File: src/rtl/pwm_ctrl_pkg.sv
// Shared types and helpers for the PWM power controllers.
package pwm_ctrl_pkg;

    localparam int unsigned POWER_W        = 8;
    localparam int unsigned EXT_W          = POWER_W + 1;
    localparam int unsigned RATE_W         = 4;
    localparam int unsigned CNT_W          = 16;
    localparam int unsigned DEFAULT_PERIOD = 50000;

    typedef enum logic [0:0] {
        IDLE  = 1'b0,
        SWEEP = 1'b1
    } pwm_state_e;

    // Move cur one step toward tgt, landing exactly on tgt instead of overshooting.
    function automatic logic [POWER_W-1:0] sat_step(
        input logic [POWER_W-1:0] cur,
        input logic [POWER_W-1:0] tgt,
        input logic [POWER_W-1:0] step
    );
        logic [EXT_W-1:0]   gap;
        logic [POWER_W-1:0] nxt;
        gap = '0;
        nxt = cur;
        if (cur < tgt) begin
            gap = EXT_W'(tgt) - EXT_W'(cur);
            nxt = (gap <= EXT_W'(step)) ? tgt : cur + step;
        end else if (cur > tgt) begin
            gap = EXT_W'(cur) - EXT_W'(tgt);
            nxt = (gap <= EXT_W'(step)) ? tgt : cur - step;
        end
        return nxt;
    endfunction

endpackage

File: src/rtl/pwm_period_timer.sv
// Free-running PWM period counter; period_tick marks the last clock of each period.
module pwm_period_timer
    import pwm_ctrl_pkg::*;
#(
    parameter int unsigned PERIOD = DEFAULT_PERIOD
) (
    input  logic clock,
    input  logic reset,
    output logic period_tick
);

    logic [CNT_W-1:0] count_q;
    logic [CNT_W-1:0] count_d;

    always_comb begin
        count_d = (count_q == CNT_W'(PERIOD - 1)) ? '0 : count_q + CNT_W'(1);
    end

    // Tick is registered so it is high exactly while the counter holds PERIOD-1.
    always_ff @(posedge clock or posedge reset) begin
        if (reset) begin
            count_q     <= '0;
            period_tick <= 1'b0;
        end else begin
            count_q     <= count_d;
            period_tick <= (count_d == CNT_W'(PERIOD - 1));
        end
    end

endmodule

File: src/rtl/pwm_ramp_scheduler.sv
// Multi-channel power ramp scheduler: accepts target commands while idle and
// slews every channel once per PWM period with a single time-shared update engine.
module pwm_ramp_scheduler
    import pwm_ctrl_pkg::*;
#(
    parameter int unsigned NUM_CH = 4,
    parameter int unsigned PERIOD = DEFAULT_PERIOD,
    parameter int unsigned STEP   = 1,
    localparam int unsigned CH_W  = $clog2(NUM_CH)
) (
    input  logic                      clock,
    input  logic                      reset,
    input  logic                      cmd_valid,
    output logic                      cmd_ready,
    input  logic [CH_W-1:0]           cmd_ch,
    input  logic [POWER_W-1:0]        cmd_target,
    input  logic [RATE_W-1:0]         cmd_rate,
    input  logic                      cmd_immediate,
    output logic [NUM_CH*POWER_W-1:0] power_out,
    output logic [NUM_CH-1:0]         busy,
    output logic [NUM_CH-1:0]         ramp_done,
    output logic                      period_tick
);

    pwm_state_e         state_q, state_d;
    logic [CH_W-1:0]    idx_q, idx_d;
    logic [POWER_W-1:0] power_q  [NUM_CH];
    logic [POWER_W-1:0] power_d  [NUM_CH];
    logic [POWER_W-1:0] target_q [NUM_CH];
    logic [POWER_W-1:0] target_d [NUM_CH];
    logic [RATE_W-1:0]  rate_q   [NUM_CH];
    logic [RATE_W-1:0]  rate_d   [NUM_CH];
    logic [RATE_W-1:0]  rcnt_q   [NUM_CH];
    logic [RATE_W-1:0]  rcnt_d   [NUM_CH];
    logic [NUM_CH-1:0]  busy_d;
    logic [NUM_CH-1:0]  done_d;
    logic [POWER_W-1:0] stepped;
    logic               accept;

    pwm_period_timer #(
        .PERIOD(PERIOD)
    ) u_timer (
        .clock      (clock),
        .reset      (reset),
        .period_tick(period_tick)
    );

    assign accept = cmd_valid && cmd_ready;

    // Next-state: commands land only in IDLE, so they never race the sweep engine.
    always_comb begin
        state_d  = state_q;
        idx_d    = idx_q;
        power_d  = power_q;
        target_d = target_q;
        rate_d   = rate_q;
        rcnt_d   = rcnt_q;
        done_d   = '0;
        busy_d   = '0;
        stepped  = sat_step(power_q[idx_q], target_q[idx_q], POWER_W'(STEP));

        case (state_q)
            IDLE: begin
                if (accept) begin
                    target_d[cmd_ch] = cmd_target;
                    rate_d[cmd_ch]   = cmd_rate;
                    rcnt_d[cmd_ch]   = '0;
                    if (cmd_immediate) begin
                        power_d[cmd_ch] = cmd_target;
                    end
                end
                if (period_tick) begin
                    state_d = SWEEP;
                    idx_d   = '0;
                end
            end
            SWEEP: begin
                if (power_q[idx_q] != target_q[idx_q]) begin
                    if (rcnt_q[idx_q] != '0) begin
                        rcnt_d[idx_q] = rcnt_q[idx_q] - RATE_W'(1);
                    end else begin
                        rcnt_d[idx_q]  = rate_q[idx_q];
                        power_d[idx_q] = stepped;
                        done_d[idx_q]  = (stepped == target_q[idx_q]);
                    end
                end
                if (idx_q == CH_W'(NUM_CH - 1)) begin
                    state_d = IDLE;
                    idx_d   = '0;
                end else begin
                    idx_d = idx_q + CH_W'(1);
                end
            end
            default: state_d = IDLE;
        endcase

        for (int n = 0; n < NUM_CH; n++) begin
            busy_d[n] = (power_d[n] != target_d[n]);
        end
    end

    always_ff @(posedge clock or posedge reset) begin
        if (reset) begin
            state_q   <= IDLE;
            idx_q     <= '0;
            cmd_ready <= 1'b1;
            busy      <= '0;
            ramp_done <= '0;
            for (int n = 0; n < NUM_CH; n++) begin
                power_q[n]  <= '0;
                target_q[n] <= '0;
                rate_q[n]   <= '0;
                rcnt_q[n]   <= '0;
            end
        end else begin
            state_q   <= state_d;
            idx_q     <= idx_d;
            cmd_ready <= (state_d == IDLE);
            busy      <= busy_d;
            ramp_done <= done_d;
            power_q   <= power_d;
            target_q  <= target_d;
            rate_q    <= rate_d;
            rcnt_q    <= rcnt_d;
        end
    end

    for (genvar g = 0; g < NUM_CH; g++) begin : g_out
        assign power_out[g*POWER_W +: POWER_W] = power_q[g];
    end

endmodule
File: config.mk
export PLATFORM = sky130hd
export DESIGN_NAME = pwm_ramp_scheduler
export DESIGN_NICKNAME = d
export VERILOG_FILES = /design/src/rtl/pwm_ctrl_pkg.sv /design/src/rtl/pwm_period_timer.sv /design/src/rtl/pwm_ramp_scheduler.sv
export SDC_FILE = /design/constraint.sdc
export NUM_CORES = 1
export LEC_CHECK = 0
export BUFFER_PORTS_ARGS = -buffer_cell sky130_fd_sc_hd__buf_2
export CORE_UTILIZATION = 40
export CTS_BUF_LIST = sky130_fd_sc_hd__clkbuf_2 sky130_fd_sc_hd__clkbuf_4 sky130_fd_sc_hd__clkbuf_8
export DETAILED_ROUTE_END_ITERATION = 7
export RECOVER_POWER = 25
export SLEW_MARGIN = 25
export SYNTH_ARGS = -nofsm -noshare
export SYNTH_HDL_FRONTEND = slang
export SYNTH_HIERARCHICAL = 1
export SYNTH_SLANG_ARGS = --single-unit
File: constraint.sdc
create_clock -name clock -period 6.16 [get_ports clock]
set_input_delay 1.232 -clock clock [delete_from_list [all_inputs] [get_ports clock]]
set_output_delay 1.232 -clock clock [all_outputs]
set_load 0.01 [all_outputs]
==> results.ini, run 1 <==
[timing]
fin_skew_ps = 11.0
worst_pin_slew_ps = 2840
finalCriticalPeriod_ps = 5680
relSlewSlack = -0.907
hold_slack_ps = 485
rsz0062_at_grt = false
finalHoldViolations = 0
setup_viol = 0
period_share = 0.923
fmax_mhz = 176
fin_setup_tns_ps = 0
slew_viol_final = 63

[worst_setup_path]
critPathMaxFanout = 16
worstSetupPathType = register to register
cp_cell_sequence = buf_4, mux4_2, inv_1, ha_1, inv_1, fa_1, a21o_1, a2111oi_0, a32o_1, and4_1, nand2_1, o211ai_1, nor3_1, or3_1, nor4_1, nand4_1
crit_top_cell = inv_1
crit_path_start = idx_q[0]
start_kind = register
critPathCaptureType = register
reg2reg_from = idx_q[0]
cpPeakStageDelay_ps = 670
worst_ep_required_time_ps = 6470
crit_buf_inv = 3
crit_arrival_ps = 5990
slowest_stage = mux4_2
crit_family = simple AND/OR/NAND/NOR gates

[cts]
cts_buffers = 17
cts_max_level = 4
clkTransAtPathRegs_ps = 80
post_cts_buffers = 0
clk_latency_ps = 460
cts_sinks = 125
cts_tree = done
clockBufferDepth = 2
cts_root_buffer = clkbuf_8

[run_status]
violations = max-capacitance violations, max-slew violations
status = finished, violations left

[synth]
synth-edff-count = 0
yosysWarningCount = 6
synth_area_per_cell_um2 = 9.02
ys_ff_latch = 125
synth.distinct_cells = 79
synthesis.area_um2 = 8890
ys_seq_area_frac = 0.352
synthArstFlopShare = 1.00
syn_nets = 1029
synth_ff_type = dfrtp_1
syn_inst = 985

[min_path]
hp-class = register to register
hold_path_startpoint = rate_q[11]

[global_route]
gr-total-overflow = 0
grt_max_degree = 63
grt_pass1_wl_um = 46400
grtUsageTotal = 0.274
antenna_found_initial = 0
grt_pass1_vias = 8033

[final_layout]
layoutNonFillerInstCount = 1328
seqCellArea_um2 = 3130
finalNetCount = 1079
diodes = 0
multi_input_area_um2 = 5340
fill_cells = 2119
layout_commonest_cell = dfrtp_1
area_delta_synth_final_pct = 12.1
drive_gt1_frac = 0.181
final_cell_mix = dfrtp_1, nand2_1, nor2_1

[routing]
wl_per_cell_um = 22.7
drtIter0Drc = 1076
drc = 0
ant_nets = 0
vias = 8433
postRouteWirelength_um = 30200
vias_per_cell = 6.35
drtPass1Iterations = 6

[floorplanning]
die_w_um = 151
die_y_um = 151
initial_core_util = 0.407
ios = 60
die-area_um2 = 22800
core_um2 = 21800
placementRows = 54

[run]
drv_cap = 1

[power_and_ir_drop]
powerDensity_nw_per_um2 = 338
p_leak_uw = 0.00428
ir_drop_mv = 0.148

[place]
io_buffers = 59
place.gp.congestion = 1.02
hpwlAfterDp_um = 22700
placed_cells = 1296

metal layers:
metal / share of wire / vias up / wire length (um) / GRT usage
li1: - / 3748 / - / -
met1: 0.42 / 4121 / 12600 / 0.370
met2: 0.45 / 481 / 13700 / 0.417
met3: 0.091 / 83 / 2740 / 0.0636
met4: 0.036 / 0 / 1080 / 0.120
met5: 0 / - / 0 / 0
cell families (layout without fill, tap and decap cells):
logic type	Yosys count	in the layout	synth area share
adder cells (fa/ha/maj)	26	26	0.0383
buffers and inverters	109	172	0.0484
AND/OR/NAND/NOR	354	354	0.198
multiplexers	77	77	0.126
XOR/XNOR	46	46	0.0453
AO/OA/AOI/OAI	248	248	0.192
flip-flops	125	125	0.352
tightest hold or removal path, cell delays in order (launching register included):
cell and delay, ps:
dfrtp_1 350, nand2_1 50, nand2_1 50
cell type report:
class,instances,area share
multi-input combinational,751,0.537
tap,280,0.0352
inverter,60,0.0227
clock buffer,18,0.0249
timing repair buffer,80,0.0454
clock inverter,14,0.0207
sequential,125,0.314
where the power goes:
part	switching, uW	internal, uW
combinational	968	533
sequential	105	920
clock	376	460
metrics by stage:
stage	setup WS [ps]	util	cell area (um2)	total power, uW
after global routing	66.2	0.456	9960	3530
after CTS	439	0.456	9950	3320
after floorplan	1340	-	8890	2010
final	477	0.456	9960	3360
after detailed placement	445	0.435	9500	2480
after global placement	492	0.435	9490	2480
repair_timing:
item | 4_1_cts | 5_1_grt
resized for setup | 0 | 1
hold buffers | 0 | 0
endpoints found under the setup margin | 0 | 2
final timing paths:
check / to / slack, ps / cells after the start
worst min register to register: rate_q[11] / 480 / 2
worst min-delay path: rate_q[11] / 480 / 2
worst max register to register: busy[2] / 480 / 16
max in group asynchronous: target_q[5] / 2980 / 3
worst max-delay path: busy[2] / 480 / 16
min in group asynchronous: u_timer/count_q[1] / 860 / 2
registers in the layout, indices dropped and copies added (netlist names), 2 cells and up:
register,count
busy,4
idx_q,2
power_out,32
ramp_done,4
rate_q,16
rcnt_q,16
target_q,32
u_timer/count_q,16
cells in the mapped netlist (5+ instances only):
cell	count	area, um2
dfrtp_1	124	3100
nand2_1	115	432
nor2_1	62	233
inv_1	60	225
o21ai_0	50	250
a21oi_1	42	210
nand3_1	42	210
clkbuf_1	35	131
xnor2_1	28	245
mux2_2	27	304
nor3_1	27	135
mux2i_1	25	250
mux4_2	25	563
ha_1	24	300
nand4_1	20	125
xor2_1	18	158
a31oi_1	17	106
o22ai_1	16	100
o211ai_1	14	105
a22oi_1	13	97.6
or3_1	13	81.3
buf_2	11	55.1
a211oi_1	10	75.1
nand2b_1	9	56.3
nor4_1	9	56.3
or2_2	8	50.1
and2_1	7	43.8
and3_1	7	43.8
and4_1	7	61.3
a21o_1	6	45.0
a221oi_1	6	52.6
nand3b_1	6	45.0
a311oi_1	5	43.8
Note: power is estimated with default switching activity, not from simulation.
==> inputs of run 2 (changes only) <==
REMOVE_ABC_BUFFERS = 1   (was default)
==> results.ini, run 2 (synthesis gave the netlist of run 1 again) <==
[run]
drv_cap = 1

[worst_setup_path]
start_kind = register
worst_ep_required_time_ps = 6460
crit_arrival_ps = 5880
worstSetupPathType = register to register
rrSetupSlack_ps = 580
critPathMaxFanout = 10
critPathCaptureType = register

[cts]
cts_max_level = 4
post_cts_buffers = 0
cts_resized = 0
cts_hold_buf = 0
clk_latency_ps = 460
clockBufferDepth = 2
cts_buffers = 17
cts_tree = done
clkTransAtPathRegs_ps = 70
cts_sinks = 125
cts_root_buffer = clkbuf_8

[routing]
vias_per_cell = 6.27
drtPass1Iterations = 8
drtIter0Drc = 930
vias = 8440
postRouteWirelength_um = 31700
ant_nets = 0
wl_per_cell_um = 23.5
drc = 1

[floorplanning]
die-area_um2 = 22800
ios = 60
placementRows = 54
die_y_um = 151
core_um2 = 21800
initial_core_util = 0.407
die_w_um = 151

[final_layout]
layout_commonest_cell = dfrtp_1
final_cell_mix = dfrtp_1, nand2_1, nor2_1
diodes = 0
finalNetCount = 1098
drive_gt1_frac = 0.193
area_delta_synth_final_pct = 12.9

[power_and_ir_drop]
seq_power_share = 0.308
powerDensity_nw_per_um2 = 332
p_leak_uw = 0.00433
total_power_uw = 3340
ir_drop_mv = 0.188
switching_share = 0.442
p_clk_frac = 0.222
pwr-share-comb = 0.470
p_int_uw = 1860
p_sw_uw = 1470

[global_route]
grt_pass1_wl_um = 48500
grt_util_met2 = 0.455
busiest_layer = met2
grt_max_degree = 69
met1_usage = 0.398
grt_pass1_vias = 8018
antenna_found_initial = 0
grtUsageTotal = 0.289
gr-total-overflow = 0
grt_util_met3 = 0.0539

[timing]
setup_viol = 0
fmax_mhz = 179
fin_setup_tns_ps = 0
finalHoldViolations = 0
worst_pin_slew_ps = 3110
relSlewSlack = -1.09
fin_skew_ps = 17.8
finalCriticalPeriod_ps = 5580
rsz0062_at_grt = false
period_share = 0.907
slew_viol_final = 69

[run_status]
status = finished, violations left
violations = design-rule violations, max-capacitance violations, max-slew violations

[place]
io_buffers = 59
hpwlAfterDp_um = 24300
place.gp.congestion = 1.02

[min_path]
hp-class = register to register

[run 2: area by class of cell]
class,instances,area (um2)
tap,280,350
clock inverter,12,140
multi-input combinational,751,5330
timing repair buffer,99,594
inverter,60,226
sequential,125,3130
fill,2161,11800
clock buffer,19,262
[run 2: per-stage QoR]
step / cell area, um2 / utilization / hold WS (ps) / worst slack (ps) / instances
floorplan: 8680 / - / 440 / 775 / 936
global placement: 9640 / 0.442 / 455 / 821 / 1315
detailed placement: 9640 / 0.442 / 462 / 589 / 1315
CTS: 10000 / 0.460 / 481 / 530 / 1346
global route: 10000 / 0.460 / 511 / 204 / 1346
finish: 10000 / 0.460 / 477 / 576 / 1346
[run 2: final timing paths]
check                           depth (start not counted)  startpoint            endpoint
worst max-delay path                                   16    idx_q[1]             busy[3]
worst min-delay path                                    2   rate_q[9]           rate_q[9]
worst max register to register                         16    idx_q[1]             busy[3]
worst min register to register                          2   rate_q[9]           rate_q[9]
max in group asynchronous                               3       reset            idx_q[0]
min in group asynchronous                               2       reset  u_timer/count_q[0]
[run 2: power groups by stage]
stage	clock network [uW]	registers [uW]	logic (uW)
CTS	756	1020	1520
global placement	0	1040	1530
global route	787	1030	1670
detailed placement	0	1040	1520
floorplan	0	1010	981
finish	741	1030	1570
[run 2: layer usage]
layer / routed length (um) / vias to the layer above / part of all wire
li1: - / 3784 / -
met1: 13500 / 4140 / 0.43
met2: 14600 / 461 / 0.46
met3: 2830 / 55 / 0.090
met4: 740 / 0 / 0.023
met5: 0 / - / 0
[run 2: worst max-delay path, cell delays in order (launching register included)]
cell	delay (ps)
dfrtp_1	590
buf_4	240
mux4_2	450
inv_1	140
ha_1	170
inv_1	60
fa_1	450
a21o_1	180
a21oi_1	260
mux2_2	400
or3_1	450
a211oi_1	230
o21ai_0	160
mux2i_1	790
o21ai_0	290
xnor2_1	380
nand4_1	160
